===== config.mk =====
export PLATFORM = sky130hd
export DESIGN_NAME = pipeline
export DESIGN_NICKNAME = d
export VERILOG_FILES = /design/src/rtl/pipeline_pkg.sv /design/src/rtl/pipe_stage_reg.sv /design/src/rtl/pipeline.sv
export SDC_FILE = /design/constraint.sdc
export NUM_CORES = 1
export LEC_CHECK = 0
export ABC_AREA = 0
export CELL_PAD_IN_SITES_DETAIL_PLACEMENT = 1
export CELL_PAD_IN_SITES_GLOBAL_PLACEMENT = 1
export CORE_ASPECT_RATIO = 1.25
export CORE_UTILIZATION = 36
export DETAILED_ROUTE_END_ITERATION = 6
export PLACE_DENSITY = 0.7
export SYNTH_ARGS = -nofsm -noshare
export SYNTH_HDL_FRONTEND = slang
export SYNTH_SLANG_ARGS = --single-unit

===== constraint.sdc =====
create_clock -name clk -period 1.3 [get_ports clk]
set_input_delay 0.195 -clock clk [delete_from_list [all_inputs] [get_ports clk]]
set_output_delay 0.195 -clock clk [all_outputs]
set_load 0.05 [all_outputs]

===== src/rtl/pipeline_pkg.sv =====
// Shared constants and stage enumeration for the five-stage data pipeline.
package pipeline_pkg;

  localparam int unsigned WIDTH_DEFAULT = 32;
  localparam int unsigned NUM_STAGES    = 5;

  typedef enum logic [2:0] {
    STAGE_IF  = 3'd0,
    STAGE_ID  = 3'd1,
    STAGE_EX  = 3'd2,
    STAGE_MEM = 3'd3,
    STAGE_WB  = 3'd4
  } stage_e;

endpackage


===== src/rtl/pipe_stage_reg.sv =====
// One pipeline stage: WIDTH-wide register with async active-low reset and
// a synchronous clear that loads zero instead of the incoming word.
module pipe_stage_reg #(
  parameter int unsigned WIDTH = 32
) (
  input  logic             clk,
  input  logic             rst,
  input  logic             clr,
  input  logic [0:WIDTH-1] d,
  output logic [0:WIDTH-1] q
);

  logic [0:WIDTH-1] data_d;
  logic [0:WIDTH-1] data_q;

  always_comb begin
    data_d = d;
    if (clr) data_d = '0;
  end

  always_ff @(posedge clk or negedge rst) begin
    if (!rst) data_q <= '0;
    else      data_q <= data_d;
  end

  assign q = data_q;

endmodule


===== src/rtl/pipeline.sv =====
// Five-stage shift pipeline (IF/ID/EX/MEM/WB) with a flush that bubbles IF and ID.
// Define PIPELINE_VALID_EN to add per-stage valid flags and the out_valid port.
module pipeline
  import pipeline_pkg::*;
#(
  parameter int unsigned WIDTH = WIDTH_DEFAULT
) (
  input  logic             clk,
  input  logic             rst,
  input  logic [0:WIDTH-1] data,
  input  logic             flush,
  output logic [0:WIDTH-1] out
`ifdef PIPELINE_VALID_EN
  ,
  output logic             out_valid
`endif
);

  logic [0:WIDTH-1] stage_d [NUM_STAGES];
  logic [0:WIDTH-1] stage_q [NUM_STAGES];

  logic [0:WIDTH-1] IF_data;
  logic [0:WIDTH-1] ID_data;
  logic [0:WIDTH-1] EX_data;
  logic [0:WIDTH-1] MEM_data;
  logic [0:WIDTH-1] WB_data;

  for (genvar i = 0; i < int'(NUM_STAGES); i++) begin : g_stage
    // Only the two youngest stages are killed by flush.
    localparam bit KILL = (i <= int'(STAGE_ID));

    if (i == 0) begin : g_head
      assign stage_d[i] = data;
    end else begin : g_body
      assign stage_d[i] = stage_q[i-1];
    end

    pipe_stage_reg #(.WIDTH(WIDTH)) u_reg (
      .clk (clk),
      .rst (rst),
      .clr (KILL ? flush : 1'b0),
      .d   (stage_d[i]),
      .q   (stage_q[i])
    );
  end

  assign IF_data  = stage_q[STAGE_IF];
  assign ID_data  = stage_q[STAGE_ID];
  assign EX_data  = stage_q[STAGE_EX];
  assign MEM_data = stage_q[STAGE_MEM];
  assign WB_data  = stage_q[STAGE_WB];

  assign out = WB_data;

`ifdef PIPELINE_VALID_EN
  logic [0:0] vld_d [NUM_STAGES];
  logic [0:0] vld_q [NUM_STAGES];

  // Valid flags ride alongside the data; a flush clears them exactly as it zeroes the word.
  for (genvar i = 0; i < int'(NUM_STAGES); i++) begin : g_vld
    localparam bit KILL = (i <= int'(STAGE_ID));

    if (i == 0) begin : g_head
      assign vld_d[i] = 1'b1;
    end else begin : g_body
      assign vld_d[i] = vld_q[i-1];
    end

    pipe_stage_reg #(.WIDTH(1)) u_vld (
      .clk (clk),
      .rst (rst),
      .clr (KILL ? flush : 1'b0),
      .d   (vld_d[i]),
      .q   (vld_q[i])
    );
  end

  assign out_valid = vld_q[STAGE_WB][0];
`endif

endmodule


==> summary.txt <==
Finished Cell Area -> 0.00649 mm²
Crit start category -> flop
Post-Syn Area -> 0.00464 mm²
Post-CTS Setup Inserts -> 0
CTS Buffer Depth -> 2
Number of synthesized flops with an enable pin -> 0
Ys Warns -> 0
Most common cell in the synthesized netlist -> dfrtp_1
Syn nets -> 266
Measured slew at the worst slew-check pin -> 358 ps
Crit-path leading delay family -> flip-flops
Buffers and inverters on the worst path -> 1
Async SR Flop Fraction -> 100%
Final ANT Viol Nets -> 0
Final WL -> 7160 µm
Crit-path max cell delay -> 410 ps
Utilization after layout -> 51.5%
Placed inst area -> 0.00587 mm²
DRT Pass-1 Iters -> 4
TritonCTS clock tree -> done
Biggest area consumer among synthesized cells -> dfrtp_1
Syn Inst Count -> 231
Req. time, crit path -> 1110 ps
GR Util All Layers -> 12.4%
Iter 0 DRT Violations -> 47
Initial Utilization -> 36.8%
Die area -> 0.0134 mm²
Max reg flops -> 160
WS Path Type -> flop to primary output
CP max FO -> 1
Critical Path AT -> 990 ps
DR vias/cell -> 3.98
Pin count of the biggest net entering global routing -> 38
Final clock skew -> 8.50 ps
Global-route wire length before repair -> 11800 µm
Final setup fails -> 0
Number of core rows -> 46
Power Total -> 11100 µW
Area contributors post-synth -> dfrtp_1 (86%), nor2b_2 (11%), buf_6 (1.2%)
Antenna violations before repair -> 0
Pleak -> 0.00309 µW
Detailed-placement wirelength estimate -> 4320 µm
Min-Delay Path Depth -> 2
# diodes -> 0
Final Max Slew Viols -> 0
FMAX -> 0.844 GHz
Chip width -> 104 µm
WP depth -> 1
Final setup TNS -> 0 ps
Post-route setup slack -> 116 ps
GRT Residual Overflow -> 0
Unrepaired setup endpoints after global routing -> false
Reg clk slew, reported paths -> 60 ps
Most common flop cell mapped by yosys -> dfrtp_1
Worst setup EP type -> primary output
CTS sink count -> 160
Final #Nets -> 353
Top cells by count, synth -> dfrtp_1 (160), nor2b_2 (60), buf_6 (5), nor2b_1 (4), buf_8 (2)
H-tree Lvls -> 4
Tmin final -> 1180 ps
Io pins -> 67
Cts bufs inserted -> 17
Slew HR -> 76.2%
#FFs+latches synth -> 160
Power Density -> 1700 mW/mm²
Critical Path, Cell by Cell -> buf_12
Period Utilization, post-route -> 91.1%
Drt wl/cell -> 14.4 µm
Number of remaining DRC errors -> 0
Hold Path Class -> input port to flop
Final Hold Fails -> 0
Vias in the first global route -> 2175
Syn-to-layout area delta -> 39.9%
Global placement routability congestion -> 0.618
Core region area -> 0.0126 mm²
Place WS -> 389 ps
Worst-Skew Late Latency -> 420 ps
Worst vdd ir -> 948 µV
Synth unique cells -> 5
Vert. Die Dim -> 129 µm
Top-area cell type share of the netlist area -> 86.3%
Worst R2R Path Depth -> 1
Slowest cell on the critical path -> dfrtp_1
Max-cap violations -> 0
Via count -> 1987
Share of layout cells above drive strength 1 -> 40.2%
Root Driver -> clkbuf_16
Syn Area/Cell -> 20.1 µm²
Status -> finished, final reports clean
Sequential share of the synthesized area -> 86.3%
I/O Buffers -> 66
[repair_timing]
action,4_1_cts,5_1_grt
resized for setup,0,0
hold buffers,1,0
hold endpoints to repair,41,0
setup endpoints to repair,0,0
[power by group]
group          switching, µW  internal (µW)  total [µW]
combinational            334            341         674
sequential              77.6           5180        5260
clock                   2010           3110        5120
[path summary, 6_finish.rpt]
| check | slack, ps | endpoint | startpoint |
|---|---|---|---|
| worst min register to register | 340 | g_stage[2].u_reg.q[19]$_DFF_PN0_ | g_stage[1].u_reg.q[19]$_DFF_PN0_ |
| worst min-delay path | 20 | g_stage[0].u_reg.q[13]$_DFF_PN0_ | flush |
| worst max register to register | 660 | g_stage[1].u_reg.q[21]$_DFF_PN0_ | g_stage[0].u_reg.q[21]$_DFF_PN0_ |
| min in group asynchronous | 250 | g_stage[2].u_reg.q[28]$_DFF_PN0_ | rst |
| max in group asynchronous | 540 | g_stage[4].u_reg.q[14]$_DFF_PN0_ | rst |
| worst max-delay path | 120 | out[9] | g_stage[4].u_reg.q[9]$_DFF_PN0_ |
[per-layer routing]
metal	vias up	wire, µm	GRT usage [%]
met5	-	0	0
met4	0	214	8.44
met3	16	267	4.81
met2	46	4070	20.9
met1	1051	2610	13.0
li1	874	-	-
[stage by stage]
step	hold slack [ps]	std cells
after CTS	8.87	499
after floorplan	-101	231
after detailed placement	125	466
after global placement	123	466
after global routing	15.5	499
final	23.8	499
[area by class of cell]
class                      count  area [µm²]
clock buffer                  19         443
clock inverter                13         174
fill                        1127        6110
multi-input combinational     64         551
sequential                   160        4000
tap                          168         210
timing repair buffer          75        1110
[cell families after synthesis]
logic type / after synthesis / share of synthesized area, %
flops: 160 / 86.3
buf+inv: 7 / 1.86
simple gates: 64 / 11.9
[cell usage in the layout, fill, tap and decap left out]
cell and n:
dfrtp_1 160, nor2b_2 60, buf_12 37, clkdlybuf4s50_1 32, clkbuf_16 17, inv_6 5, nor2b_1 4, buf_4 4
clkinvlp_4 3, bufinv_16 3, clkinv_4 2, clkbuf_8 1, clkbuf_1 1, dlygate4sd3_1 1, buf_6 1
(Power assumes the default switching activity.)
